**config.mk**
```make
export PLATFORM = sky130hd
export DESIGN_NAME = reg_bank8
export DESIGN_NICKNAME = d
export VERILOG_FILES = /design/src/rtl/cpu_pkg.sv /design/src/rtl/reg_bank8_sweep.sv /design/src/rtl/reg_bank8.sv
export SDC_FILE = /design/constraint.sdc
export NUM_CORES = 1
export LEC_CHECK = 0
export CORE_AREA = 2 2 149 122
export CTS_BUF_LIST = sky130_fd_sc_hd__clkbuf_8
export DETAILED_ROUTE_END_ITERATION = 6
export DIE_AREA = 0 0 151 124
export DONT_BUFFER_PORTS = 1
export PLACE_DENSITY = 0.86
export SYNTH_ARGS = -nofsm -noshare
export SYNTH_HDL_FRONTEND = slang
export SYNTH_SLANG_ARGS = --single-unit
export TNS_END_PERCENT = 20
```
**constraint.sdc**
```tcl
create_clock -name clk -period 27.8 [get_ports clk]
set_input_delay 8.34 -clock clk [delete_from_list [all_inputs] [get_ports clk]]
set_output_delay 8.34 -clock clk [all_outputs]
set_load 0.05 [all_outputs]
```
**src/rtl/cpu_pkg.sv**
```systemverilog
// Shared constants and sweep FSM state type for the reg_bank8 register bank.
package cpu_pkg;
  localparam int WIDTH      = 32;
  localparam int NREGS      = 8;
  localparam int REG_ADDR_W = 3;

  typedef enum logic {
    IDLE  = 1'b0,
    SWEEP = 1'b1
  } sweep_state_t;
endpackage

```
**src/rtl/reg_bank8_sweep.sv**
```systemverilog
// Clear-sweep controller: walks a 3-bit index over every register, one per cycle,
// holding busy high for exactly NREGS cycles after a clr_req seen in IDLE.
module reg_bank8_sweep
  import cpu_pkg::*;
(
  input  logic                  clk,
  input  logic                  rst,
  input  logic                  clr_req,
  output logic                  clr_en,
  output logic [REG_ADDR_W-1:0] clr_idx,
  output logic                  busy
);

  sweep_state_t          state;
  sweep_state_t          state_nxt;
  logic [REG_ADDR_W-1:0] idx;
  logic [REG_ADDR_W-1:0] idx_nxt;

  // State and index registers.
  always_ff @(posedge clk or posedge rst) begin
    if (rst) begin
      state <= IDLE;
      idx   <= {REG_ADDR_W{1'b0}};
    end else begin
      state <= state_nxt;
      idx   <= idx_nxt;
    end
  end

  // Next-state logic; the index wraps naturally to 0 after the last register.
  always_comb begin
    state_nxt = state;
    idx_nxt   = idx;
    case (state)
      IDLE: begin
        if (clr_req) begin
          state_nxt = SWEEP;
          idx_nxt   = {REG_ADDR_W{1'b0}};
        end else begin
          state_nxt = IDLE;
        end
      end
      SWEEP: begin
        idx_nxt = idx + REG_ADDR_W'(1);
        if (idx == REG_ADDR_W'(NREGS - 1)) begin
          state_nxt = IDLE;
        end else begin
          state_nxt = SWEEP;
        end
      end
      default: begin
        state_nxt = IDLE;
        idx_nxt   = {REG_ADDR_W{1'b0}};
      end
    endcase
  end

  assign busy    = (state == SWEEP);
  assign clr_en  = busy;
  assign clr_idx = idx;

endmodule

```
**src/rtl/reg_bank8.sv**
```systemverilog
// 8 x WIDTH register bank with valid/ready write port and clear sweep, feeding mux8 in0..in7.
// Optional zero-latency write forwarding is enabled by defining REG_BANK_BYPASS_EN.
module reg_bank8
  import cpu_pkg::REG_ADDR_W, cpu_pkg::NREGS;
#(
  parameter int WIDTH   = cpu_pkg::WIDTH,
  parameter bit R0_ZERO = 1'b1
) (
  input  logic                  clk,
  input  logic                  rst,
  input  logic                  wr_valid,
  output logic                  wr_ready,
  input  logic [REG_ADDR_W-1:0] wr_addr,
  input  logic [WIDTH-1:0]      wr_data,
  input  logic                  clr_req,
  output logic                  busy,
  output logic [NREGS-1:0]      valid,
  output logic [WIDTH-1:0]      out0,
  output logic [WIDTH-1:0]      out1,
  output logic [WIDTH-1:0]      out2,
  output logic [WIDTH-1:0]      out3,
  output logic [WIDTH-1:0]      out4,
  output logic [WIDTH-1:0]      out5,
  output logic [WIDTH-1:0]      out6,
  output logic [WIDTH-1:0]      out7
);

  logic [WIDTH-1:0]      regs [NREGS];
  logic [WIDTH-1:0]      rd   [NREGS];
  logic                  up;
  logic                  wr_fire;
  logic                  wr_keep;
  logic                  clr_en;
  logic [REG_ADDR_W-1:0] clr_idx;

  reg_bank8_sweep u_sweep (
    .clk     (clk),
    .rst     (rst),
    .clr_req (clr_req),
    .clr_en  (clr_en),
    .clr_idx (clr_idx),
    .busy    (busy)
  );

  // up stays low through reset so wr_ready only rises on the first clock after release.
  assign wr_ready = up & ~busy;
  assign wr_fire  = wr_valid & wr_ready;
  assign wr_keep  = wr_fire & ~(R0_ZERO && (wr_addr == {REG_ADDR_W{1'b0}}));

  // Register array, valid mask and ready enable; writes never coincide with a sweep clear.
  always_ff @(posedge clk or posedge rst) begin
    if (rst) begin
      up    <= 1'b0;
      valid <= {NREGS{1'b0}};
      for (int i = 0; i < NREGS; i++) begin
        regs[i] <= {WIDTH{1'b0}};
      end
    end else begin
      up <= 1'b1;
      if (wr_keep) begin
        regs[wr_addr]  <= wr_data;
        valid[wr_addr] <= 1'b1;
      end
      if (clr_en) begin
        regs[clr_idx]  <= {WIDTH{1'b0}};
        valid[clr_idx] <= 1'b0;
      end
    end
  end

  // Read path: register contents, optionally overridden by the write being accepted now.
  always_comb begin
    for (int i = 0; i < NREGS; i++) begin
      rd[i] = regs[i];
`ifdef REG_BANK_BYPASS_EN
      if (wr_keep && (wr_addr == REG_ADDR_W'(i))) begin
        rd[i] = wr_data;
      end else begin
        rd[i] = regs[i];
      end
`endif
    end
  end

  assign out0 = rd[0];
  assign out1 = rd[1];
  assign out2 = rd[2];
  assign out3 = rd[3];
  assign out4 = rd[4];
  assign out5 = rd[5];
  assign out6 = rd[6];
  assign out7 = rd[7];

endmodule

```
==> run metrics, run 1 <==
worst clock skew 0.0294 ns; filler instances 1309; placed cell count about 1.3k; simple-gate portion of the synthesized area between 20% and 30%; count leader, synth dfrtp_1; nets@finish 1111; post-synthesis register bit count 269; GRT overflow 0; largest net degree at the start of global routing 107; number of global-route vias before repair 8358; Starting DRT DRC Count 869; PortBufs 0; top cell type's share of synthesized area 61.2%; clk slew on worst S/H paths 0.06 ns; worst reg2reg startpoint u_sweep.busy; hpwl dp 20500 um; multi-input combinational cell area about 3700 um^2; via density per instance 6.64; startpoint types flop; CP endpoint wr_ready; wire length per cell 25.1 um; RSZ-0062 raised after global routing no; root buffer cell clkbuf_8; largest family of logic cells by synthesized area simple AND/OR/NAND/NOR gates; fraction of layout cells with a size suffix above 1 7.66%; Leakage Power 0.00522 uW; CP Cell Sequence nor2b_1; top cells by area, synth dfrtp_1, nand3_1, o21ai_0; Synth async-reset ratio 100%; I/O pin count ~310; Unique masters post-synth 30; worst reg-to-reg path cell count 4; sequential power share 66.9%; crit path buf inv count 0; Net Sw Frac a little over half; commonest cells in the netlist dfrtp_1, nand2_1, nand3_1; Max Cap Viol 0; ys flop type dfrtp_1; setup TNS after final layout 0 ns; DRC 0; routability cong. 0.808; Pint 720 uW; vias 8780; NetSw 797 uW; Worst path depth 1; Post-CTS Resized 0; final setup vio count 0; # hold bufs at CTS 0; Min-Delay Startpoint u_sweep.clr_idx[1]; total CTS buffers 41; pwr/cell area ~130 nW/um^2; syn_nets about 1.2k; Core Box Area 17100 um^2; initial core utilization 64.2%; fin crit period ~11 ns; crit path DAT between 2 and 2.5 ns; mean area per synthesized cell 9.82 um^2; clock power share 20.6%; Fmax 94.5 MHz; Synth Cell Area 11000 um^2; post-CTS setup buffer count 0; WP data required 19.46 ns; Worst Setup SP u_sweep.busy; Crit Reg-Reg Endpoint out7[13]; fin cells 1323; Seq. cell area around 6700 um^2; antenna-violating nets left 0; crit-path max cell delay 0.92 ns; Yosys warning count 0; CTS Sinks 269; post-synthesis sequential area ratio 61.2%; initial antenna violation count 0; total track usage 35.1%; crit share post-route approximately two fifths; Final Max Slew Viols 0; cell accounting for the most synthesized area dfrtp_1; Peak supply drop 0.0763 mV; H-tree depth 2; worst-skew pair later-pin latency between 0.5 and 0.6 ns; CTS Buffer Depth 3; CTS tree done; synthesized netlist cell count 1119; die height around 120 um; Crit. End Element output pin; Die ar. 18700 um^2; first-pass GRT wire length a little under 50000 um; post-synthesis compound-gate area fraction 10.8%; Critical-path top delay cell nor2b_1; Post-synth EDFFs 0; worst slew pin tran 1.17 ns; status complete, no violations; hold crit path type flop to flop; Adder-Cell Fraction of Synth Area 0.228%; R2R Setup Slk 24.27 ns; Combinational Power Share 12.5%; Chip Width between 150 and 200 um; Rows 43; relative slew slack 22.3%; area delta synth->final 5.51%; final WL 33200 um; XOR/XNOR share of the synthesized area 0%; first-pass detailed-route iteration total 5; mux cell area share after synthesis less than 1%; largest fanout on the critical path 19; crit path kind flop to output pin; CP delay by family, top simple AND/OR/NAND/NOR gates; final hold violation count 0
==> cells by family after synthesis <==
logic type,after synthesis
flip-flops,269
other,1
adder cells (fa/ha/maj),2
AND/OR/NAND/NOR,508
AO/OA/AOI/OAI,234
multiplexers,1
buffers and inverters,104
==> final cells by class <==
class | instances | area share (%)
sequential | 269 | 58.0
multi-input combinational | 746 | 32.0
clock buffer | 51 | 6.05
tap | 225 | 2.43
timing repair buffer | 11 | 0.712
clock inverter | 19 | 0.658
inverter | 1 | 0.0971
antenna | 1 | 0.0216
==> cells in the final DEF, fill, tap and decap left out, drive strengths merged, types with 7 or more instances in the layout <==
cell type / synthesis / final
and2: 8 / 8
and2b: 14 / 14
buf: 70 / 11
clkbuf: 33 / 51
dfrtp: 269 / 269
inv: 1 / 18
nand2: 226 / 226
nand3: 220 / 220
nor2b: 22 / 22
o21a: 7 / 7
o21ai: 226 / 226
==> power groups by stage <==
stage | clock network [uW] | registers (uW) | logic (uW)
finish | 312 | 1020 | 189
detailed placement | 0 | 1020 | 190
global route | 333 | 1030 | 216
CTS | 313 | 1010 | 189
floorplan | 0 | 966 | 161
global placement | 0 | 1020 | 174
==> through the flow <==
stage          setup slack [ns]  total power (uW)  hold slack (ns)  util (%)  area, um^2
6_report                  17.21              1520            0.766      67.8       11600
5_1_grt                   17.13              1580            0.806      67.8       11600
4_1_cts                   17.19              1510            0.762      67.8       11600
3_5_place_dp              17.07              1210            0.754      63.2       10800
3_3_place_gp              17.14              1190            0.705      63.2       10800
2_1_floorplan             12.05              1130            0.561         -       11000
==> flip-flops by register name, indices dropped and copies added (netlist names) <==
signal	count
u_sweep.clr_idx	3
out2	32
out7	32
u_sweep.busy	1
valid	8
out6	32
out1	32
out4	32
out0	32
out3	32
up	1
out5	32
==> per-layer routing <==
| metal | routed length [um] | part of all wire (%) | vias to the layer above | track usage [%] |
|---|---|---|---|---|
| met5 | 0 | 0 | - | 0 |
| met4 | 1240 | 3.7 | 0 | 14.5 |
| met1 | 12100 | 36 | 4302 | 47.5 |
| li1 | - | - | 3689 | - |
| met3 | 5080 | 15 | 100 | 13.7 |
| met2 | 14800 | 45 | 689 | 51.4 |
==> how the worst min path moves through the flow <==
stage                                     to  slack (ns)  cells past startpoint
after floorplan                 u_sweep.busy        0.56                      2
after global placement    u_sweep.clr_idx[1]        0.70                      2
after detailed placement  u_sweep.clr_idx[1]        0.75                      2
after CTS                 u_sweep.clr_idx[1]        0.76                      2
after global routing                out6[30]        0.81                      2
final                     u_sweep.clr_idx[1]        0.77                      2
No activity file was read; power rests on OpenSTA's default activity.
==> run 2: changes to the inputs <==
CORE_AREA = 2 2 156 128   (was 2 2 149 122)
DIE_AREA = 0 0 158 130   (was 0 0 151 124)
PLACE_DENSITY = 0.82   (was 0.86)
clock period = 9.7 ns   (was 27.8 ns; I/O delays follow)
==> run 2 against run 1 <==
Against the previous run: routed wire length down 1.9%; register-to-register slack worse by 18 ns; cell count increased by 2.9%.
==> run metrics, run 2 (synthesis gave the netlist of run 1 again) <==
busiest grt layer met2; clk slew on worst S/H paths 0.06 ns; Post-CTS Resized 0; M1 GR Usage 41.7%; nets@finish 1115; number of global-route vias before repair 8182; final WL 32600 um; sequential power share 65.7%; hpwl dp just over 20000 um; total track usage roughly 31%; Rows 46; crit path kind input port to flop; CTS Sinks 269; total CTS buffers 42; crit share post-route between 40 and 50%; worst slew pin tran 1.13 ns; filler instances 1640; GRT overflow 0; fraction of layout cells with a size suffix above 1 8.38%; setup TNS after final layout 0 ns; worst clock skew just under 0.03 ns; leading cell type in the layout, fill and taps excluded dfrtp_1; die height 130 um; CTS Buffer Depth 3; startpoint types input port; status complete, no violations; H-tree depth 2; Peak supply drop 0.250 mV; RSZ-0062 raised after global routing no; fin crit period ~4.7 ns; NetSw ~2300 uW; CTS tree done; Net Sw Frac 51.8%; root buffer cell clkbuf_8; WP data required 10.09 ns; Pint about 2100 uW; first-pass GRT wire length 48600 um; crit path DAT 5.14 ns; Core Box Area 19200 um^2; vias 8640; final hold violation count 0; Chip Width 158 um; Leakage Power 0.00523 uW; Die ar. roughly 21000 um^2; Max Cap Viol 0; Combinational Power Share between 10% and 20%; Final Max Slew Viols 0; hold crit path type flop to flop; most frequent cells in the layout dfrtp_1, nand2_1, nand3_1, o21ai_0, clkbuf_8; Fmax between 200 and 250 MHz; Crit. End Element flop; worst-skew pair later-pin latency 0.54 ns; I/O pin count around 310; Starting DRT DRC Count ~1.1k; largest net degree at the start of global routing around 200; largest fanout on the critical path 88; clock power share 21.6%; first-pass detailed-route iteration total 6; antenna-violating nets left 0; via density per instance 6.34; met2 Use GR 46.2%; M3 GR Usage approximately an eighth; initial core utilization 57.2%; # hold bufs at CTS 0; wire length per cell 23.9 um; diodes inserted 0; relative slew slack 24.3%; initial antenna violation count 0; DRC 0; post-CTS setup buffer count 0; pwr/cell area 375 nW/um^2; PortBufs 0; worst hold slack 0.739 ns; routability cong. 0.765; final setup vio count 0; area delta synth->final 6.58%
==> run 2: cell types whose count changed in the layout (fill, tap and decap cells not counted), sizes merged <==
cell,delta
inv,-8
clkinv,+4
buf,+3
bufinv,+2
clkbuf,-1
clkinvlp,+1
diode,-1
==> run 2: through the flow <==
stage / std cells / util [%] / setup slack [ns] / total power, uW / instance area, um^2
detailed placement: 1294 / 56.7 / 4.47 / 3460 / 10900
CTS: 1362 / 60.9 / 5.04 / 4400 / 11700
global placement: 1294 / 56.7 / 4.52 / 3420 / 10900
finish: 1362 / 60.9 / 4.96 / 4390 / 11700
floorplan: 1119 / - / 3.24 / 3230 / 11000
global route: 1362 / 60.9 / 4.83 / 4570 / 11700
==> run 2: layout make-up <==
cell class,instances,area (um^2),share of cell area (%)
Clock buffer,50,688,5.87
Clock inverter,18,130,1.11
Inverter,1,7.51,0.0641
Multi-Input combinational cell,746,3710,31.7
Sequential cell,269,6730,57.5
Tap cell,264,330,2.82
Timing Repair Buffer,14,118,1.00
==> run 2: worst paths after layout <==
path	cells after the start	slack (ns)	endpoint	from
setup / recovery	4	4.96	out6[9]	wr_addr[2]
hold / removal	2	0.74	u_sweep.clr_idx[1]	u_sweep.clr_idx[1]
setup reg to reg	5	6.56	out6[9]	u_sweep.busy
hold reg to reg	2	0.74	u_sweep.clr_idx[1]	u_sweep.clr_idx[1]
max in group asynchronous	3	5.46	out4[13]	rst
min in group asynchronous	2	2.53	out4[9]	rst
==> run 2: routing by layer <==
layer / up-vias / part of all wire (%)
met5: - / 0
met4: 0 / 3.2
met3: 98 / 15
li1: 3693 / -
met2: 606 / 44
met1: 4243 / 38
==> run 2: critical path, cell delays in order <==
cell and delay (ns):
and4b_4 0.61, buf_4 0.78, and2_4 0.54, o21ai_0 0.19
==> run 2: power groups by stage <==
stage | Clock, uW | Combinational (uW) | Sequential [uW]
global placement | 0 | 528 | 2890
finish | 949 | 558 | 2890
CTS | 959 | 562 | 2880
detailed placement | 0 | 565 | 2900
floorplan | 0 | 460 | 2770
global route | 1010 | 640 | 2920
